**src/rtl/seg7_scan_driver.sv**
```systemverilog
// Multiplexed hex-to-7-segment scan driver; optional leading-zero blanking via SEG7_LZB_EN.
// Latency: registered outputs, one cycle behind idx/display; loads show at next frame wrap.
// Backpressure: none; loads are always accepted, and the last load before a wrap is displayed.
module seg7_scan_driver #(
    parameter int DIGITS     = 4,
    parameter int PRESCALE   = 50000,
    parameter bit ACTIVE_LOW = 1'b0
) (
    input  logic                  clk,
    input  logic                  rst,
    input  logic                  load,
    input  logic [4*DIGITS-1:0]   value,
    input  logic [DIGITS-1:0]     dp_in,
    output logic [6:0]            seg,
    output logic                  dp,
    output logic [DIGITS-1:0]     an,
    output logic                  frame_done
);

    localparam int CW = (PRESCALE > 1) ? $clog2(PRESCALE) : 1;
    localparam int IW = (DIGITS > 1) ? $clog2(DIGITS) : 1;
    localparam logic [CW-1:0] CNT_LAST = CW'(PRESCALE - 1);
    localparam logic [IW-1:0] IDX_LAST = IW'(DIGITS - 1);

    logic [CW-1:0]         cnt;
    logic [IW-1:0]         idx;
    logic                  tick;
    logic                  wrap;
    logic [4*DIGITS-1:0]   shadow_val;
    logic [DIGITS-1:0]     shadow_dp;
    logic [4*DIGITS-1:0]   disp_val;
    logic [DIGITS-1:0]     disp_dp;
    logic                  pending;
    logic [3:0]            nib;
    logic                  nib_dp;
    logic                  blank;
    logic [DIGITS-1:0]     onehot;
    logic [6:0]            glyph;

    assign tick = (cnt == CNT_LAST);
    assign wrap = tick && (idx == IDX_LAST);

    always_ff @(posedge clk) begin
        if (rst) begin
            cnt <= '0;
            idx <= '0;
        end else begin
            cnt <= tick ? '0 : cnt + 1'b1;
            if (tick)
                idx <= (idx == IDX_LAST) ? '0 : idx + 1'b1;
        end
    end

    // The wrap copies the shadow as it stood before this edge; a load on the
    // same edge stays pending for the following wrap.
    always_ff @(posedge clk) begin
        if (rst) begin
            shadow_val <= '0;
            shadow_dp  <= '0;
            disp_val   <= '0;
            disp_dp    <= '0;
            pending    <= 1'b0;
        end else begin
            if (wrap && pending) begin
                disp_val <= shadow_val;
                disp_dp  <= shadow_dp;
            end
            if (load) begin
                shadow_val <= value;
                shadow_dp  <= dp_in;
                pending    <= 1'b1;
            end else if (wrap) begin
                pending    <= 1'b0;
            end
        end
    end

    always_comb begin
        nib    = 4'h0;
        nib_dp = 1'b0;
        blank  = 1'b0;
        onehot = '0;
`ifdef SEG7_LZB_EN
        begin : lzb
            logic zero_above;
            logic zero_here;
            zero_above = 1'b1;
            for (int i = DIGITS - 1; i >= 0; i--) begin
                zero_here = zero_above && (disp_val[4*i +: 4] == 4'h0);
                if (idx == IW'(i))
                    blank = (i > 0) && zero_here && !disp_dp[i];
                zero_above = zero_here;
            end
        end
`endif
        for (int i = 0; i < DIGITS; i++) begin
            if (idx == IW'(i)) begin
                nib       = disp_val[4*i +: 4];
                nib_dp    = disp_dp[i];
                onehot[i] = 1'b1;
            end
        end
    end

    // Stored as {g,f,e,d,c,b,a} so bit 0 lands on segment a.
    always_comb begin
        case (nib)
            4'h0:    glyph = 7'b0111111;
            4'h1:    glyph = 7'b0000110;
            4'h2:    glyph = 7'b1011011;
            4'h3:    glyph = 7'b1001111;
            4'h4:    glyph = 7'b1100110;
            4'h5:    glyph = 7'b1101101;
            4'h6:    glyph = 7'b1111101;
            4'h7:    glyph = 7'b0000111;
            4'h8:    glyph = 7'b1111111;
            4'h9:    glyph = 7'b1101111;
            4'hA:    glyph = 7'b1110111;
            4'hB:    glyph = 7'b1111100;
            4'hC:    glyph = 7'b0111001;
            4'hD:    glyph = 7'b1011110;
            4'hE:    glyph = 7'b1111001;
            default: glyph = 7'b1110001;
        endcase
    end

    always_ff @(posedge clk) begin
        if (rst) begin
            seg        <= {7{ACTIVE_LOW}};
            dp         <= ACTIVE_LOW;
            an         <= {DIGITS{ACTIVE_LOW}};
            frame_done <= 1'b0;
        end else begin
            seg        <= (blank ? 7'b0000000 : glyph) ^ {7{ACTIVE_LOW}};
            dp         <= nib_dp ^ ACTIVE_LOW;
            an         <= onehot ^ {DIGITS{ACTIVE_LOW}};
            frame_done <= wrap;
        end
    end

endmodule
```
**config.mk**
```make
export PLATFORM = sky130hd
export DESIGN_NAME = seg7_scan_driver
export DESIGN_NICKNAME = d
export VERILOG_FILES = /design/src/rtl/seg7_scan_driver.sv
export SDC_FILE = /design/constraint.sdc
export NUM_CORES = 1
export LEC_CHECK = 0
export BUFFER_PORTS_ARGS = -buffer_cell sky130_fd_sc_hd__buf_2
export CORE_UTILIZATION = 35
export CTS_BUF_LIST = sky130_fd_sc_hd__clkbuf_8 sky130_fd_sc_hd__clkbuf_16
export CTS_CLUSTER_DIAMETER = 200
export DETAILED_ROUTE_END_ITERATION = 7
export MAX_ROUTING_LAYER = met4
export PLACE_DENSITY = 0.6
export SYNTH_ARGS = -nofsm -noshare
export SYNTH_HDL_FRONTEND = slang
export SYNTH_SLANG_ARGS = --single-unit
```
**constraint.sdc**
```tcl
create_clock -name clk -period 3 [get_ports clk]
set_input_delay 0.45 -clock clk [delete_from_list [all_inputs] [get_ports clk]]
set_output_delay 0.45 -clock clk [all_outputs]
set_load 0.01 [all_outputs]
```
; After elaboration in Yosys (flattened, before gate mapping)
; Memory sizes are Yosys's and may differ from the RTL's. A register that Yosys moved wholly into a read port is not among the register bits.
; Cells that the tools add are included.
[op_classes]
reduce_logical = 5
mux = 15
addsub = 2
n_eq_ne = 4
[ops]
columns = cell, n
row1 = adder 16 x 1 -> 16 bit (second input constant), 1
row2 = == test 16 bit (second input constant), 1
row3 = 2-to-1 mux 4 bit, 4
row4 = 2-to-1 mux 1 bit, 10
row5 = == test 2 bit (second input constant), 2
row6 = adder 2 x 1 -> 2 bit (second input constant), 1
row7 = == test 2 x 1 -> 1 bit (second input constant), 1
row8 = logical AND 1 bit, 2
row9 = logical NOT 2 bit, 1
row10 = 2-to-1 mux 2 bit, 1
row11 = nonzero test 2 bit, 1
row12 = OR reduction 2 bit, 1
[word_totals]
input_bits = 23
word_cells = 37
output_inout_bits = 13
n_memories = 1
ff_bits = 65
rom_bits = 112
[memory_table]
columns = name, depth, width, read_ports, rd_clocked_by_memory_dff, wr, line
row1 = (no name shown), 16, 7, 1, 1, 0, 107  ; case (nib)

; Longest topological paths before layout
; Gate-level depths: netlist of run 1.
[logic_depth]
ltp_word = 5
mapped_depth = 10

; Worst setup path before layout of run 1
; No wires, ideal clock.
[synth_timing]
path_type = reg-to-reg
start = register idx[0]
end = register seg[0]
t_required_ns = 2.894
stages_incl_launch_ff = 9
setup_ns = 0.106
n_path_buf = 1
arrival_time_ns = 2.431
period_less_slack_ns = 2.537
path_slack_ns = 0.463
path_cell_list = dfxtp_1 ha_1 clkbuf_1 a211oi_1 a221oi_1 inv_1 ha_1 or4_1 o311ai_0
[synth_between]
elab_chain_cells = 5
elab_cells_between_ends = 8
cone_classes = 3 x eq/ne / 4 x mux / 1 x reduce/logical
[synth_lines]
columns = item, line
row1 = "start, declared", 26  ; logic [IW-1:0] idx;
row2 = "start signal, assigned", 50  ; idx <= (idx == IDX_LAST) ? '0 : idx + 1'b1;
row3 = logical NOT 2 bit, 97  ; if (idx == IW'(i)) begin
row4 = 2-to-1 mux 4 bit (3 in a row), 97
row5 = 2-to-1 mux 4 bit (*), 97
row6 = "end, declared", 14  ; output logic [6:0] seg,
; Mark *: on every way between the ends. The rest lies on a longest branch, timed or not.
; A chain may end at the register's enable or synchronous reset.

; Final worst setup path of run 1
; Same ends and word-level chain as after synthesis.

==> results of run 1 <==
-- cells in the final DEF, fill, tap and decap left out, types with 11 or more instances in the layout --
cell type,Yosys,layout
a21oi_1,27,27
buf_2,3,35
clkbuf_8,0,11
dfxtp_1,72,72
ha_1,12,12
mux2i_1,22,22
nand2_1,15,15
nand3_1,25,25
nor2_1,40,40
o21ai_0,23,23
-- final cells by class --
| type | count | area (µm²) |
|---|---|---|
| inverters | 9 | 33.8 |
| fillers | 913 | 5140 |
| clock buffers | 11 | 151 |
| repair buffers | 41 | 220 |
| flip-flops and latches | 72 | 1440 |
| multi-input cells | 238 | 1540 |
| well taps | 108 | 135 |
| clock inverters | 3 | 18.8 |
-- synth_stat cells (9+ instances only) --
cell type / n
nand2_1: 15
xor2_1: 9
ha_1: 12
nand3_1: 25
dfxtp_1: 72
mux2i_1: 22
o21ai_0: 23
inv_1: 9
clkbuf_1: 19
a21oi_1: 27
nor2_1: 40
-- kinds of logic (layout without fill, tap and decap cells) --
logic type,count (synthesis),after routing
buf+inv,35,64
compound gates,71,71
simple gates,120,120
mux,22,22
fa+ha+maj,12,12
flops,72,72
xor+xnor,13,13
-- sequential cells by signal, indices dropped and copies added (netlist names), 2 cells and up --
signal	cells
cnt	16
idx	2
shadow_dp	4
disp_val	16
an	4
shadow_val	16
seg	7
disp_dp	4
-- power breakdown --
group / switching (mW) / internal, mW / leakage [nW]
logic: 0.0430 / 0.0376 / 0.717
clock network: 0.346 / 0.335 / 0.0910
registers: 0.0136 / 0.981 / 0.587
total: 0.403 / 1.35 / 1.40
-- per-layer routing --
layer | up-vias | GRT usage | routed length (µm)
met4 | 0 | 0.0772 | 116
met1 | 1177 | 0.214 | 3300
li1 | 1265 | - | -
met2 | 48 | 0.235 | 2920
met5 | - | - | 0
met3 | 7 | 0.0450 | 297
-- final timing paths --
path	startpoint	depth (start not counted)	to	slack, ns
min	value[0]	3	shadow_val[0]	0.33
min reg2reg	cnt[0]	1	cnt[0]	0.47
max reg2reg	idx[0]	8	seg[0]	0.49
max	idx[0]	8	seg[0]	0.49
-- worst register-to-register path, stage by stage (launching register included) --
cell,delay (ns)
dfxtp_1,0.40
ha_1,0.48
a211oi_1,0.09
a221oi_1,0.29
buf_4,0.18
inv_1,0.11
ha_1,0.24
or4_1,0.50
o311ai_0,0.10
-- per-stage QoR --
stage	utilization	cell area, µm²	total power, mW	hold slack, ns	setup slack (ns)
2_1_floorplan	-	3110	1.07	0.426	0.463
3_3_place_gp	0.388	3370	1.09	0.439	0.554
3_5_place_dp	0.388	3370	1.10	0.458	0.513
4_1_cts	0.408	3540	1.78	0.319	0.490
5_1_grt	0.408	3540	1.83	0.333	0.253
6_report	0.408	3540	1.76	0.326	0.494
==> results.json, run 1 <==
{
  "outcome": "finished clean",
  "clkSlewWorstSetupHoldPaths_ns": 0.08,
  "port_buffers": 35,
  "crit_path_top_delay_cell": "or4_1",
  "worst-path-buf-inv": 2,
  "drv_slew": 0,
  "setup_viol": 0,
  "dp_cells": 468,
  "grt_antenna_before_repair": 0,
  "num_antenna_cells": 0,
  "crit_arrival_ns": 2.74,
  "synth_top_area_frac": 0.463,
  "fin_worst_skew_ns": 0.0147,
  "grt_max_degree": 31,
  "path_max_fanout": 16,
  "seq_area_frac_synth": 0.463,
  "synth_mux_area_frac": 0.0707,
  "rows": 34,
  "cts_max_path_buffers": 2,
  "dr.first_iter.drc_count": 130,
  "dp_hpwl_mm": 4.53,
  "grt_pass1_vias": 2338,
  "cts-root-buf": "clkbuf_8",
  "cp_slowest_stage_delay_ns": 0.50,
  "crit_family": "adder cells",
  "cts_tree": "built",
  "synth_compound_area_frac": 0.137,
  "max-vdd-ir-drop_mv": 0.238,
  "wl_per_cell_um": 13.7,
  "yosys.area.top_type": "dfxtp_1",
  "start_util": 0.359,
  "worst_skew_pair.late_latency_ns": 0.35,
  "ant_nets": 0,
  "fin_crit_sh": 0.835,
  "worstSetupEndpointType": "flip-flop",
  "syn_nets": 380,
  "htreeDepth": 3,
  "synthXorXnorAreaFrac": 0.0366,
  "syn_to_final_growth_pct": 13.7,
  "die-area_um2": 9280,
  "ys_top_cells_by_area": "dfxtp_1, mux2i_1, ha_1",
  "stdcell_count": 482,
  "hold_class": "primary input to flip-flop",
  "post_cts.repair.setup_buffers": 0,
  "die_width_um": 96.3,
  "worstSetupPathType": "flip-flop to flip-flop",
  "path_cells": "ha_1 -> a211oi_1 -> a221oi_1 -> buf_4 -> inv_1 -> ha_1 -> or4_1 -> o311ai_0",
  "drc": 0,
  "globalRouteOverflowTotal": 0,
  "final_layout_size_suffix_gt1_frac": 0.155,
  "power_density_nw_per_um2": 496,
  "post_cts_resized": 0,
  "startpoint_type": "flip-flop",
  "relSlewSlack": 0.442,
  "syn-instance-count": 345,
  "path_common_cell": "ha_1",
  "fmax_ghz": 0.399,
  "grt_pass1_wl_mm": 11.1,
  "grt_usage": 0.164,
  "tns_ns": 0,
  "netlist_area_um2": 3110,
  "ioPinCount": 36,
  "synth_edf_count": 0,
  "num_vias": 2497,
  "avgSynthCellArea_um2": 9.03,
  "routed_wl_mm": 6.63,
  "synth_top_family_by_area": "simple AND/OR/NAND/NOR gates",
  "rsz0062_at_grt": "no",
  "design.core.area_um2": 8680,
  "synthSimpleGateAreaFrac": 0.200,
  "die_h_um": 96.3,
  "p_leak_nw": 1.40,
  "numCtsBuffers": 9,
  "ys_warn_count": 0,
  "first_pass_iters": 4,
  "fin_nets": 406,
  "yosysUniqueCellTypes": 43,
  "post_drt_via_cell_ratio": 5.18,
  "hold_buffers": 0,
  "gp_congestion": 0.774,
  "drv_cap": 0,
  "synthAdderAreaFrac": 0.0482,
  "clock-sinks": 72,
  "worstMarginPinSlew_ns": 0.831,
  "async_flop_share": 0,
  "hold_viol": 0,
  "synth_seq_cells": 72,
  "critPathRequiredTime_ns": 3.24,
  "synth_flop_cell": "dfxtp_1",
  "min_period_ns": 2.51
}
(Power assumes the default switching activity.)
==> run 2, diff against run 1 <==
==> constraint.sdc (replaced) <==
create_clock -name clk -period 2.65 [get_ports clk]
set_input_delay 0.3975 -clock clk [delete_from_list [all_inputs] [get_ports clk]]
set_output_delay 0.3975 -clock clk [all_outputs]
set_load 0.01 [all_outputs]
==> results.json, run 2 (synthesis gave the netlist of run 1 again) <==
{
  "crit_family": "simple AND/OR/NAND/NOR gates",
  "drc": 0,
  "hold_class": "primary input to flip-flop",
  "dr.first_iter.drc_count": 138,
  "grt_max_degree": 31,
  "cts_max_path_buffers": 2,
  "fmax_ghz": 0.407,
  "post_drt_via_cell_ratio": 5.14,
  "path_max_fanout": 11,
  "wl_met2_mm": 2.73,
  "p_leak_nw": 1.43,
  "power_density_nw_per_um2": 617,
  "ioPinCount": 36,
  "cts_tree": "built",
  "clock-sinks": 72,
  "die-area_um2": 9280,
  "fin_worst_skew_ns": 0.00625,
  "placed_cell_area_um2": 3380,
  "setup_viol": 0,
  "startpoint": "idx[0]",
  "fin_nets": 407,
  "die_width_um": 96.3,
  "place_ws_ns": 0.182,
  "drv_cap": 0,
  "cts-root-buf": "clkbuf_8",
  "drv_slew": 0,
  "reg_top3": "cnt x16, disp_val x16, shadow_val x16",
  "reg2reg_from": "idx[0]",
  "fin_crit_sh": 0.926,
  "grt_pass1_vias": 2249,
  "globalRouteOverflowTotal": 0,
  "gp_congestion": 0.791,
  "crit_arrival_ns": 2.67,
  "rsz0062_at_grt": "no",
  "num_antenna_cells": 0,
  "worst_skew_pair.late_latency_ns": 0.34,
  "num_vias": 2486,
  "mostFrequentLayoutCell": "dfxtp_1",
  "cp_slowest_stage_delay_ns": 0.48,
  "path_cells": "inv_1 -> ha_1 -> nor3b_1 -> a221oi_1 -> buf_4 -> ha_1 -> or3b_2 -> o2bb2ai_1 -> a221oi_1",
  "clkSlewWorstSetupHoldPaths_ns": 0.07,
  "wl_met1_mm": 3.39,
  "first_pass_iters": 4,
  "rows": 34,
  "max-vdd-ir-drop_mv": 0.283,
  "routed_wl_mm": 6.51,
  "syn_to_final_growth_pct": 16.2,
  "tns_ns": 0,
  "outcome": "finished clean",
  "crit_path_top_delay_cell": "or3b_2",
  "worstMarginPinSlew_ns": 0.847,
  "worstSetupPathType": "flip-flop to flip-flop",
  "worstSetupEndpointType": "flip-flop",
  "critPathRequiredTime_ns": 2.86,
  "design_area_um2": 3620,
  "die_h_um": 96.3,
  "worst-path-buf-inv": 2,
  "final_layout_size_suffix_gt1_frac": 0.162,
  "startpoint_type": "flip-flop",
  "layout_common_cells": "dfxtp_1, nor2_1, buf_2, a21oi_1, nand3_1",
  "met3RoutedLength_um": 306,
  "relSlewSlack": 0.432,
  "grt_antenna_before_repair": 0,
  "grt_pass1_wl_mm": 10.8,
  "dr.max_layer_used": "met4",
  "setup_ws_ns": 0.195,
  "grt_usage": 0.158,
  "design.core.area_um2": 8680,
  "min_period_ns": 2.45,
  "numCtsBuffers": 9,
  "ant_nets": 0,
  "hold_viol": 0,
  "start_util": 0.359,
  "port_buffers": 35,
  "htreeDepth": 3,
  "wl_per_cell_um": 13.5,
  "hold_start": "value[7]",
  "dp_hpwl_mm": 4.51
}
==> run 2: timing repair <==
item                                    in CTS  in global routing
resized for setup                            0                  1
hold buffers                                 0                  0
endpoints found under the setup margin       0                  3
setup buffers                                0                  0
==> run 2: worst paths after layout <==
check                        to  slack, ns  depth (start not counted)
setup / recovery         seg[6]       0.20                          9
hold / removal    shadow_val[7]       0.29                          3
setup reg to reg         seg[6]       0.20                          9
hold reg to reg     disp_val[6]       0.47                          2
==> run 2: where the power goes <==
| group | leakage [nW] | internal, mW | switching (mW) | total [mW] |
|---|---|---|---|---|
| Sequential | 0.587 | 1.11 | 0.0148 | 1.13 |
| Combinational | 0.717 | 0.0416 | 0.0488 | 0.0904 |
| Clock | 0.122 | 0.628 | 0.390 | 1.02 |
| Total | 1.43 | 1.78 | 0.454 | 2.23 |
==> run 2: metrics by stage <==
| step | hold WS [ns] | utilization | power, mW | instances |
|---|---|---|---|---|
| after CTS | 0.271 | 0.417 | 2.26 | 484 |
| after global placement | 0.443 | 0.389 | 1.24 | 469 |
| final | 0.288 | 0.417 | 2.23 | 484 |
| after floorplan | 0.426 | - | 1.21 | 345 |
| after global routing | 0.278 | 0.417 | 2.33 | 484 |
| after detailed placement | 0.458 | 0.389 | 1.24 | 469 |
==> run 2: area by class of cell <==
cell class                      count  area, µm²
Fill cell                         894       5060
Sequential cell                    72       1440
Timing Repair Buffer               42        228
Tap cell                          108        135
Clock buffer                       13        179
Inverter                            9       33.8
Clock inverter                      2       60.1
Multi-Input combinational cell    238       1540
==> run 2: layer usage <==
metal / global-route usage / vias up
met2: 0.216 / 52
met5: - / -
met1: 0.216 / 1159
met3: 0.0411 / 9
met4: 0.0699 / 0
li1: - / 1266
==> run 2: worst reg2reg max path, cell delays in order (launching register included) <==
cell and delay [ns]:
dfxtp_1 0.39, inv_1 0.09, ha_1 0.32, nor3b_1 0.19, a221oi_1 0.22, buf_4 0.18, ha_1 0.15, or3b_2 0.48
o2bb2ai_1 0.20, a221oi_1 0.10
